File: src/rtl/midi_uart_rx.sv
// MIDI input receiver: 8N1 UART deserializer followed by a channel-voice message
// parser with running status, producing note/velocity/gate for a single voice.
module midi_uart_rx #(
    parameter int unsigned CLKS_PER_BIT = 384,
    parameter int unsigned CHANNEL      = 0,
    parameter bit          OMNI         = 1'b0
) (
    input  logic       clk,
    input  logic       rst,
    input  logic       rx,
    output logic [7:0] note,
    output logic [7:0] velocity,
    output logic       gate,
    output logic       byte_valid,
    output logic [7:0] byte_data,
    output logic       framing_error
);

    localparam int unsigned CNT_W = $clog2(CLKS_PER_BIT);
    localparam logic [CNT_W-1:0] CNT_BIT_LAST  = CNT_W'(CLKS_PER_BIT - 1);
    localparam logic [CNT_W-1:0] CNT_HALF_LAST = CNT_W'(CLKS_PER_BIT / 2 - 1);
    localparam logic [3:0] CHAN = 4'(CHANNEL);

    typedef enum logic [2:0] {
        ST_IDLE,
        ST_START,
        ST_DATA,
        ST_STOP,
        ST_BREAK
    } uart_state_t;

    uart_state_t      state, state_d;
    logic             rx_meta, rxs;
    logic [CNT_W-1:0] cnt, cnt_d;
    logic [2:0]       bit_idx, bit_idx_d;
    logic [7:0]       shift, shift_d;
    logic             byte_valid_d, framing_error_d;
    logic [7:0]       byte_data_d;

    logic [7:0] rs, rs_d;
    logic       rs_valid, rs_valid_d;
    logic       idx, idx_d;
    logic [6:0] d1, d1_d;
    logic [7:0] note_d, velocity_d;
    logic       gate_d;
    logic       one_byte, chan_match, msg_done;

    // UART: next-state and datapath
    always_comb begin
        state_d         = state;
        cnt_d           = cnt;
        bit_idx_d       = bit_idx;
        shift_d         = shift;
        byte_valid_d    = 1'b0;
        byte_data_d     = byte_data;
        framing_error_d = 1'b0;
        unique case (state)
            ST_IDLE: begin
                cnt_d     = '0;
                bit_idx_d = '0;
                if (!rxs) state_d = ST_START;
            end
            ST_START: begin
                if (cnt == CNT_HALF_LAST) begin
                    cnt_d   = '0;
                    state_d = rxs ? ST_IDLE : ST_DATA;
                end else begin
                    cnt_d = cnt + CNT_W'(1);
                end
            end
            ST_DATA: begin
                if (cnt == CNT_BIT_LAST) begin
                    cnt_d     = '0;
                    shift_d   = {rxs, shift[7:1]};
                    bit_idx_d = bit_idx + 3'd1;
                    if (bit_idx == 3'd7) state_d = ST_STOP;
                end else begin
                    cnt_d = cnt + CNT_W'(1);
                end
            end
            ST_STOP: begin
                if (cnt == CNT_BIT_LAST) begin
                    cnt_d = '0;
                    if (rxs) begin
                        byte_valid_d = 1'b1;
                        byte_data_d  = shift;
                        state_d      = ST_IDLE;
                    end else begin
                        framing_error_d = 1'b1;
                        state_d         = ST_BREAK;
                    end
                end else begin
                    cnt_d = cnt + CNT_W'(1);
                end
            end
            ST_BREAK: begin
                if (rxs) state_d = ST_IDLE;
            end
            default: state_d = ST_IDLE;
        endcase
    end

    // Parser: running status, data-byte collection and voice actions
    always_comb begin
        rs_d       = rs;
        rs_valid_d = rs_valid;
        idx_d      = idx;
        d1_d       = d1;
        note_d     = note;
        velocity_d = velocity;
        gate_d     = gate;
        msg_done   = 1'b0;
        one_byte   = (rs[7:5] == 3'b110);
        chan_match = OMNI || (rs[3:0] == CHAN);
        if (byte_valid) begin
            if (byte_data[7:3] == 5'b11111) begin
                rs_d = rs;
            end else if (byte_data[7:4] == 4'hF) begin
                rs_valid_d = 1'b0;
                idx_d      = 1'b0;
            end else if (byte_data[7]) begin
                rs_d       = byte_data;
                rs_valid_d = 1'b1;
                idx_d      = 1'b0;
            end else if (rs_valid && !one_byte) begin
                if (!idx) begin
                    d1_d  = byte_data[6:0];
                    idx_d = 1'b1;
                end else begin
                    idx_d    = 1'b0;
                    msg_done = 1'b1;
                end
            end
        end
        // byte_data holds d2 when a two-byte message completes
        if (msg_done && chan_match) begin
            unique case (rs[7:4])
                4'h9: begin
                    if (byte_data != 8'h00) begin
                        note_d     = {1'b0, d1};
                        velocity_d = byte_data;
                        gate_d     = 1'b1;
                    end else if (d1 == note[6:0]) begin
                        gate_d = 1'b0;
                    end
                end
                4'h8: begin
                    if (d1 == note[6:0]) gate_d = 1'b0;
                end
                4'hB: begin
                    if (d1 == 7'h7B || d1 == 7'h78) gate_d = 1'b0;
                end
                default: gate_d = gate;
            endcase
        end
    end

    always_ff @(posedge clk or posedge rst) begin
        if (rst) begin
            rx_meta       <= 1'b1;
            rxs           <= 1'b1;
            state         <= ST_IDLE;
            cnt           <= '0;
            bit_idx       <= '0;
            shift         <= '0;
            byte_valid    <= 1'b0;
            byte_data     <= '0;
            framing_error <= 1'b0;
            rs            <= '0;
            rs_valid      <= 1'b0;
            idx           <= 1'b0;
            d1            <= '0;
            note          <= '0;
            velocity      <= '0;
            gate          <= 1'b0;
        end else begin
            rx_meta       <= rx;
            rxs           <= rx_meta;
            state         <= state_d;
            cnt           <= cnt_d;
            bit_idx       <= bit_idx_d;
            shift         <= shift_d;
            byte_valid    <= byte_valid_d;
            byte_data     <= byte_data_d;
            framing_error <= framing_error_d;
            rs            <= rs_d;
            rs_valid      <= rs_valid_d;
            idx           <= idx_d;
            d1            <= d1_d;
            note          <= note_d;
            velocity      <= velocity_d;
            gate          <= gate_d;
        end
    end

endmodule

File: config.mk
export PLATFORM = sky130hd
export DESIGN_NAME = midi_uart_rx
export DESIGN_NICKNAME = d
export VERILOG_FILES = /design/src/rtl/midi_uart_rx.sv
export SDC_FILE = /design/constraint.sdc
export NUM_CORES = 1
export LEC_CHECK = 0
export ABC_AREA = 0
export CAP_MARGIN = 10
export CORE_AREA = 2 2 78 80
export CTS_CLUSTER_SIZE = 30
export DETAILED_ROUTE_END_ITERATION = 12
export DIE_AREA = 0 0 80 82
export GPL_ROUTABILITY_DRIVEN = 0
export PLACE_DENSITY = 0.76
export SYNTH_ARGS = -nofsm -noshare
export SYNTH_HDL_FRONTEND = slang
export SYNTH_SLANG_ARGS = --single-unit
File: constraint.sdc
create_clock -name clk -period 2.35 [get_ports clk]
set_input_delay 0.47 -clock clk [delete_from_list [all_inputs] [get_ports clk]]
set_output_delay 0.47 -clock clk [all_outputs]
set_load 0.1 [all_outputs]
# Word level (Yosys, flattened, before mapping)

Index checks and enable logic that the tools add are counted.

Register bits after elaboration: 68
Logic and storage cells: 104
Input port bits: 3
Output and inout port bits: 27

Reductions and logical operators: 23
Add/sub/neg operators: 2
Bitwise logic cells: 4
Multiplexer cells: 36
Equality and inequality tests: 23

Operator list:

| kind                | number |
|---|---|
| $pmux 9 s3          | 1 |
| $mux 3              | 8 |
| $mux 1              | 21 |
| $mux 9              | 2 |
| $eq 4x4->1 const B  | 4 |
| $pmux 3 s5          | 1 |
| $reduce_and 3->1    | 5 |
| $eq 7x7->1 const B  | 2 |
| $ne 2x2->1 const B  | 7 |
| $reduce_and 6->1    | 2 |
| $add 9x1->9 const B | 1 |
| $eq 3x3->1 const B  | 3 |
| $eq 9x8->1 const B  | 1 |
| $eq 9x9->1 const B  | 1 |
| $reduce_bool 3->1   | 3 |
| $reduce_bool 8->1   | 1 |
| $eq 7x7->1          | 1 |
| $eq 3x2->1 const B  | 2 |
| $pmux 3 s2          | 1 |
| $eq 5x5->1 const B  | 1 |
| $logic_not 4->1     | 1 |
| $not 1->1           | 4 |
| $reduce_and 2->1    | 2 |
| $reduce_and 4->1    | 1 |
| other kinds (10)    | 12 |

# Longest topological paths before layout

Depth after elaboration: 10
Mapped depth: 6
Depth with buffers taken out: 5

# Least setup slack after synthesis

No wires, ideal clock.

Kind: register -> register
From: register byte_valid
To: register velocity[2]
Cell stages (with the launch flop): 6
Library setup time: 127 ps
Setup slack: -26 ps
Buffers on the path: 1
Data arrival time: 2249 ps
Data required time: 2223 ps
Clock period less this slack: 2376 ps
Cells stage by stage: dfrtp_1 -> or2b_2 -> nor4_4 -> nand2_4 -> buf_6 -> mux2_4

Cells in the longest elaborated chain, start to end: 3

RTL lines:

| element                           | line | text |
|---|---|---|
| start, declared                   | 14   | `output logic byte_valid,` |
| start signal, assigned            | 183  | `byte_valid <= byte_valid_d;` |
| $mux 1                            | 115  | `if (byte_valid) begin` |
| $logic_and 1x1->1                 | 136  | `if (msg_done && chan_match) begin` |
| $reduce_and 3->1 (no source line) | --   |  |
| end signal, assigned              | 191  | `velocity <= velocity_d;` |
| end, declared                     | 12   | `output logic [7:0] velocity,` |

No other way between the ends.
A chain may end at the register's enable or synchronous reset.

# Worst setup path after layout

From: register cnt[0]
To: register shift[0]

Cells in the longest elaborated chain, start to end: 2

RTL lines:

| element                           | line | text |
|---|---|---|
| start, declared                   | 34   | `logic [CNT_W-1:0] cnt, cnt_d;` |
| start signal, assigned            | 180  | `cnt <= cnt_d;` |
| $eq 9x9->1                        | 72   | `if (cnt == CNT_BIT_LAST) begin` |
| $reduce_and 2->1 (no source line) | --   |  |
| end signal, assigned              | 182  | `shift <= shift_d;` |
| end, declared                     | 36   | `logic [7:0] shift, shift_d;` |

No other way between the ends.

==> flow_metrics.tcl <==
set metrics [dict create \
    status "finished clean" \
    crit_slowest_cell "nor4_4" \
    switching_share_pct 21.2 \
    drv_slew 0 \
    htreeDepth 3 \
    die-area_um2 6560 \
    holdBufCountCts 0 \
    drive_gt1_share_pct 37.0 \
    fin_crit_ps 2090 \
    seqPwrFrac_pct 53.6 \
    nets 285 \
    wirelength_um 5670 \
    cts_num_sinks 68 \
    cellLeakagePower_nw 1.77 \
    fin_crit_sh_pct 89.0 \
    path_clk_slew_ps 70 \
    ys_ff_latch 68 \
    grt_pass1_vias 1944 \
    fp.dieH_um 82 \
    clkPwrFrac_pct 44.6 \
    slowest_delay_ps 430 \
    synth_cells 246 \
    cp-end-kind "flop" \
    final_common_cell "dfrtp_1" \
    cp-startpoint "cnt[0]" \
    final_cells 359 \
    clock_latency_ps 340 \
    grt_max_degree 38 \
    rows 28 \
    drc 0 \
    reg2reg_to "shift[0]" \
    worstSetupStartpointType "flop" \
    placed_area_um2 3400 \
    ioPinCount 30 \
    relSlewSlack_pct 56.3 \
    synthToLayoutAreaGrowth_pct 16.4 \
    cts_tree "built" \
    first_pass_iters 4 \
    ant_nets 0 \
    vias_per_cell 5.67 \
    yosysWarnings 0 \
    synth_seq_area_share_pct 55.1 \
    grt_pass1_wl_um 9390 \
    ys.flop_type "dfrtp_1" \
    setup_tns_ps 0 \
    diodes 0 \
    portBuffers 28 \
    first_iter_violations 131 \
    grt_usage_pct 18.9 \
    syn_avg_cell_area_um2 12.6 \
    maxCapViolCount 0 \
    post_drt_wl_per_cell_um 15.8 \
    worst_pin_slew_ps 655 \
    vias 2037 \
    synth_edf_count 0 \
    cts_buffers 9 \
    r2r-start "cnt[0]" \
    combinationalPowerShare_pct 1.8 \
    clock_skew_ps 6.55 \
    cp.arrival_ps 2310 \
    rrSetupSlack_ps 260 \
    ir_drop_mv 0.335 \
    hold_path.class "reg -> reg" \
    place_hpwl_um 3960 \
    pre_cts_ws_ps 276 \
    final_cell_mix "dfrtp_1, mux2_2, buf_4" \
    synth_fp_nets 252 \
    cts.path.max_buffers 2 \
    setup_viol 0 \
    cts_setup_buffers 0 \
    ff2ff_path_depth 5 \
    overflow 0 \
    fin_area_um2 3600 \
    core_um2 5750 \
    initial_utilization_pct 53.8 \
    crit_end "shift[0]" \
    fin_ws_ps 258 \
    power_density_nw_per_um2 608 \
    required_ps 2570 \
    antenna_found_initial 0 \
    cp_cell_sequence "ha_1 > and4_1 > nand2_2 > nor4_4 > mux2_2" \
    switchingPower_mw 0.464 \
    ys_types 54 \
    totalPowerFinal_mw 2.19 \
    hold_viol_final 0 \
    synth_area_um2 3090 \
    rsz0062_at_grt "false" \
    die_x_um 80 \
    crit_type "reg -> reg" \
    p_int_mw 1.73 \
    synthArstFlopShare_pct 100 \
    cp_max_fo 8 \
    dp.cells 343 \
    max_freq_ghz 0.478 \
    cts-resized-gates 0 \
    fillCellCount 485 \
    root_buffer "clkbuf_8" \
]
-- synth_stat cells, drive strengths merged, types with 2 or more instances --
library cell | instances | area [µm²]
a21oi | 8 | 40.0
a22o | 2 | 20.0
a22oi | 2 | 15.0
a2bb2oi | 2 | 17.5
a31oi | 2 | 12.5
buf | 3 | 23.8
clkbuf | 8 | 31.3
dfrtp | 66 | 1650
dfstp | 2 | 52.6
ha | 3 | 37.5
inv | 4 | 15.0
mux2 | 41 | 484
mux2i | 4 | 40.0
nand2 | 20 | 85.1
nand2b | 2 | 12.5
nand3 | 6 | 30.0
nand4 | 5 | 31.3
nand4b | 2 | 17.5
nor2 | 6 | 25.0
nor2b | 3 | 18.8
nor3 | 2 | 10.0
nor4 | 6 | 67.6
o21ai | 10 | 50.1
o2bb2ai | 3 | 26.3
o31ai | 2 | 15.0
or2 | 3 | 18.8
or2b | 2 | 17.5
or3 | 2 | 12.5
xnor2 | 6 | 52.6
xor2 | 3 | 26.3
-- registers in the layout, indices dropped and copies added (netlist names) --
| name | count |
|---|---|
| framing_error | 1 |
| velocity | 8 |
| bit_idx | 3 |
| idx | 1 |
| d1 | 7 |
| rxs | 1 |
| gate | 1 |
| note | 7 |
| byte_data | 8 |
| rs | 8 |
| rs_valid | 1 |
| byte_valid | 1 |
| shift | 8 |
| state | 3 |
| cnt | 9 |
| rx_meta | 1 |
-- routing by layer --
metal | GRT usage [%] | share of wire [%] | vias to the layer above
met5 | 0 | 0 | -
met2 | 30.7 | 49 | 37
li1 | - | - | 963
met4 | 6.10 | 0.70 | 0
met3 | 5.27 | 3.6 | 6
met1 | 24.8 | 46 | 1031
-- kinds of logic after synthesis --
logic type / after synthesis / synth area share (%)
flops: 68 / 55.1
buf+inv: 15 / 2.27
mux: 45 / 17.0
fa+ha+maj: 3 / 1.21
other cells: 1 / 0.121
xor+xnor: 9 / 2.55
simple gates: 66 / 13.3
compound gates: 39 / 8.50
-- worst max-delay path: cells and delay by family (launching register included) --
kind | cells | cell delay (ps)
adder cells (fa/ha/maj) | 1 | 260
AND/OR/NAND/NOR | 3 | 910
multiplexers | 1 | 390
flip-flops | 1 | 400
-- how the worst min path moves through the flow --
stage / from / to / slack [ps] / cells after the start
2_1_floorplan: rx_meta / rxs / 350 / 0
3_3_place_gp: rx_meta / rxs / 350 / 0
3_5_place_dp: rx_meta / rxs / 350 / 0
4_1_cts: rx_meta / rxs / 360 / 0
5_1_grt: rx_meta / rxs / 370 / 0
6_report: rx_meta / rxs / 360 / 0
-- layout make-up --
cell class | count | area (µm²) | share of cell area [%]
sequential | 68 | 1710 | 47.4
multi-input combinational | 163 | 1320 | 36.6
timing repair buffer | 33 | 265 | 7.37
clock buffer | 12 | 155 | 4.31
tap | 75 | 93.8 | 2.61
clock inverter | 4 | 47.5 | 1.32
inverter | 4 | 15.0 | 0.417
-- stage by stage --
step	hold slack [ps]	utilization, %
after floorplan	345	-
after global placement	346	59.1
after detailed placement	351	59.1
after CTS	361	62.7
after global routing	366	62.7
final	357	62.7
-- power groups by stage --
stage	clock (mW)	combinational (mW)	sequential [mW]
after floorplan	0	0.0261	1.20
after global placement	0	0.0401	1.20
after detailed placement	0	0.0406	1.20
after CTS	0.997	0.0406	1.17
after global routing	1.04	0.0451	1.17
final	0.976	0.0388	1.17
Power figures use the tool's default switching activity.
==> RTL change 1, RTL diff (same settings) <==
Re-encode `uart_state_t` (5 states) as one-hot, 5 bits wide.
--- a/src/rtl/midi_uart_rx.sv
+++ b/src/rtl/midi_uart_rx.sv
@@ -23,8 +23,8 @@
 
-    typedef enum logic [2:0] {
-        ST_IDLE,
-        ST_START,
-        ST_DATA,
-        ST_STOP,
-        ST_BREAK
+    typedef enum logic [4:0] {
+        ST_IDLE  = 5'b00001,
+        ST_START = 5'b00010,
+        ST_DATA  = 5'b00100,
+        ST_STOP  = 5'b01000,
+        ST_BREAK = 5'b10000
     } uart_state_t;
Behaviour: same outputs for any inputs over 10 cycles, from zero or initial values and one cycle with rst high; not proved beyond that.
==> RTL change 1 against the unedited design <==
- fmax down 0.29%
- first-iteration DRC count decreased by 3.1%
- routed wire length grew 5.8%
- setup slack worse by 0.0062 ns
- global-route usage is 1.5 points higher
- sequential cell count rose by 2
- utilization rose by 2.6 points
- area after synthesis increased by 4.6%
- cell area up 4.1%
- largest cell class unchanged
Power is not compared: it rests on default switching activity, and its combinational part moved more than twofold at a synthesized area within 25%.
==> RTL change 1: results <==
metrics = {
    "run_status": {
        "status": "finished, final reports clean",
    },
    "final_layout": {
        "nets": 325,
        "largest_reg_flops": 9,
        "nFillCells": 468,
        "layout-drive-gt1-share_pct": 28.7,
    },
    "global_routing": {
        "grtUsageTotal_pct": 20.4,
        "met3_usage_pct": 3.63,
        "grt_pass1_wl_um": 10100,
        "gr-usage-met2_pct": 35.3,
        "grt_max_degree": 71,
        "grt_pass1_vias": 2194,
    },
    "placement": {
        "place_area_um2": 3550,
        "dp.final_hpwl_um": 4180,
    },
    "yosys": {
        "synth_compound_area_share_pct": 8.47,
        "seq_area_frac_synth_pct": 54.3,
        "syn-num-nets": 287,
        "synth_cell_types": 56,
        "synth_commonest_cells": "dfrtp_1, nand2_1, mux2_2, nand3_1, o21ai_0",
        "synth_adder_area_share_pct": 1.16,
        "synth_area_leaders": "dfrtp_1, mux2_2, nand2_1, dfstp_2, nand3_1",
        "synthMuxAreaShare_pct": 11.1,
    },
    "clocking": {
        "ctsResizeCount": 0,
        "clkTransAtPathRegs_ns": 0.07,
        "htreeDepth": 3,
    },
    "drt": {
        "drt-met1-wl_um": 2680,
        "viasPerCell": 5.64,
        "drtIter0Drc": 127,
        "dr_wl_met3_um": 247,
        "wl_met2_um": 2970,
    },
    "critical_path": {
        "slowest_stage": "dfrtp_1",
        "cp_max_fo": 12,
    },
    "sta": {
        "worst_pin_slew_ns": 0.598,
        "clock_skew_ns": 0.0104,
    },
}
RTL change 1: final cells by class:
class                   count  area share [%]
clock buffers              13            4.24
clock inverters             3            1.13
inverters                   4           0.401
multi-input cells         197            37.0
flip-flops and latches     70            46.8
well taps                  75            2.50
repair buffers             37            7.88
RTL change 1: where the power goes:
part / switching, mW / internal [mW] / total, mW
clock network: 0.429 / 0.548 / 0.977
registers: 0.0763 / 1.26 / 1.34
logic: 0.302 / 0.199 / 0.502
total: 0.807 / 2.01 / 2.82
RTL change 1: kinds of logic after synthesis:
| logic type | count (synthesis) |
|---|---|
| multiplexers | 32 |
| AO/OA/AOI/OAI | 38 |
| flip-flops | 70 |
| XOR/XNOR | 10 |
| other | 1 |
| adder cells (fa/ha/maj) | 3 |
| AND/OR/NAND/NOR | 113 |
| buffers and inverters | 14 |
RTL change 1: through the flow:
stage | std cells | setup WS, ns | hold slack, ns | utilization, %
4_1_cts | 399 | 0.248 | 0.362 | 65.2
2_1_floorplan | 281 | 0.0524 | 0.345 | -
3_3_place_gp | 383 | 0.325 | 0.346 | 61.7
6_report | 399 | 0.252 | 0.360 | 65.2
5_1_grt | 399 | 0.0809 | 0.365 | 65.2
3_5_place_dp | 383 | 0.262 | 0.352 | 61.7
RTL change 1: path summary, 6_finish.rpt:
kind,start,end
min reg2reg,rx_meta$_DFF_PP1_,rxs$_DFF_PP1_
max,cnt[0]$_DFFE_PP0P_,shift[0]$_DFFE_PP0P_
min,rx_meta$_DFF_PP1_,rxs$_DFF_PP1_
max in group asynchronous,rst,state[0]$_DFFE_PP1P_
min in group asynchronous,rst,d1[1]$_DFFE_PP0P_
max reg2reg,cnt[0]$_DFFE_PP0P_,shift[0]$_DFFE_PP0P_
==> RTL change 2, RTL diff (same settings) <==
Without the edit above. Change the parameter `OMNI` from 1'b0 to 1'b1.
--- a/src/rtl/midi_uart_rx.sv
+++ b/src/rtl/midi_uart_rx.sv
@@ -5,3 +5,3 @@
     parameter int unsigned CHANNEL      = 0,
-    parameter bit          OMNI         = 1'b0
+    parameter bit          OMNI         = 1'b1
 ) (
Behaviour: same outputs for any inputs over 10 cycles, from zero or initial values and one cycle with rst high; that may be too few to reach the edited logic, so the function may still have changed.
==> RTL change 2 against the unedited design <==
- critical path type unchanged
- global-route usage decreased by 1.1 points
- power decreased by 11%
- critical path depth increased by 1
- synthesized cell count decreased by 4.9%
- area after synthesis decreased by 5.2%
- clock power decreased by 18%
- sequential cell count decreased by 4
- routed wire length decreased by 7.7%
- sequential power decreased by 5%
- setup slack improved by 0.17 ns
- cell area decreased by 5.7%
- non-clock buffer count decreased by 2
==> RTL change 2: results <==
metrics = {
    "critical_path": {
        "cp-startpoint": "cnt[0]$_DFFE_PP0P_",
        "max_stage_delay_ns": 0.39,
        "cp_max_fo": 11,
        "slowest_stage": "dfrtp_1",
        "timing.rr.start": "cnt[0]$_DFFE_PP0P_",
        "arrival_ns": 2.13,
        "reg2reg_depth": 6,
    },
    "drt": {
        "vias": 1902,
        "drtIter0Drc": 79,
        "wire_per_inst_um": 15.0,
        "drtPass1Iterations": 4,
    },
    "clocking": {
        "post_cts_buffers": 0,
        "clockRootBuffer": "clkbuf_8",
        "clkTransAtPathRegs_ns": 0.07,
        "htreeDepth": 3,
    },
    "global_routing": {
        "grtUsageTotal_pct": 17.8,
        "grt_max_degree": 65,
        "antenna_found_initial": 0,
        "grt_pass1_wl_um": 8870,
        "grt_pass1_vias": 1833,
    },
    "yosys": {
        "syn-num-nets": 240,
        "synth_commonest_cells": "dfrtp_1, mux2_2, nand2_1, o21ai_0, nor2_1",
        "synth_cell_types": 48,
        "seq_area_frac_synth_pct": 54.7,
        "synth_area_leaders": "dfrtp_1, mux2_2, mux2_4, nand2_1, xnor2_1",
    },
    "placement": {
        "port_buffers": 28,
        "dp.final_hpwl_um": 3620,
        "dp_slack_ns": 0.423,
    },
    "power_and_ir_drop": {
        "vdd_drop_max_uv": 391,
        "p_leak_nw": 1.68,
    },
    "final_layout": {
        "layout-drive-gt1-share_pct": 33.6,
        "diodes": 0,
        "regMostFlops": "cnt",
        "nets": 275,
    },
    "sta": {
        "clock_skew_ns": 0.00781,
    },
    "worst_hold_path": {
        "min_from": "rx_meta$_DFF_PP1_",
        "min_path_type": "flip-flop to flip-flop",
    },
    "run_status": {
        "status": "finished, final reports clean",
    },
}
RTL change 2: cell count changes after synthesis, moves of 3 or more:
cell       change
o2bb2ai_1      -3
a22o_1         +4
mux2i_1        -3
nor3_1         +3
clkbuf_1       -3
dfrtp_1        -4
mux2_2         -4
nor2_1         +4
a21oi_1        -3
RTL change 2: area by class of cell:
type | count | area (um2) | share of cell area, %
clock buffers | 13 | 149 | 4.38
clock inverters | 3 | 17.5 | 0.516
inverters | 6 | 22.5 | 0.663
multi-input cells | 157 | 1260 | 37.1
flip-flops and latches | 64 | 1600 | 47.2
well taps | 75 | 93.8 | 2.76
repair buffers | 31 | 250 | 7.37
RTL change 2: power breakdown:
group	switching, mW	internal, mW	total [mW]
clock	0.392	0.409	0.801
sequential	0.00201	1.10	1.11
combinational	0.0286	0.00675	0.0354
total	0.423	1.52	1.94
RTL change 2: worst paths after layout:
path                                        endpoint  slack (ns)
max in group asynchronous          rx_meta$_DFF_PP1_        1.50
worst min-delay path                   rxs$_DFF_PP1_        0.35
worst min register to register         rxs$_DFF_PP1_        0.35
min in group asynchronous        note[0]$_DFFE_PP0P_        0.51
worst max-delay path            shift[3]$_DFFE_PP0P_        0.43
worst max register to register  shift[3]$_DFFE_PP0P_        0.43
RTL change 2: layer usage:
| layer | vias to the layer above | global-route usage (%) | part of all wire [%] |
|---|---|---|---|
| li1 | 923 | - | - |
| met2 | 38 | 28.5 | 49 |
| met1 | 932 | 23.3 | 45 |
| met5 | - | 0 | 0 |
| met4 | 0 | 9.15 | 1.8 |
| met3 | 9 | 3.41 | 3.7 |
RTL change 2: per-stage QoR:
step           cell area [um2]  cells  hold slack, ns
2_1_floorplan             2930    234           0.345
3_3_place_gp              3230    333           0.346
3_5_place_dp              3230    333           0.347
4_1_cts                   3400    349           0.357
5_1_grt                   3400    349           0.369
6_report                  3400    349           0.355
RTL change 2: logic make-up (layout without fill, tap and decap cells):
logic type / Yosys count / after routing / share of synthesized area [%]
buf+inv: 13 / 53 / 2.31
xor+xnor: 10 / 10 / 2.99
compound gates: 36 / 36 / 8.67
simple gates: 69 / 69 / 14.6
fa+ha+maj: 3 / 3 / 1.28
mux: 38 / 38 / 15.3
flops: 64 / 64 / 54.7
other cells: 1 / 1 / 0.128
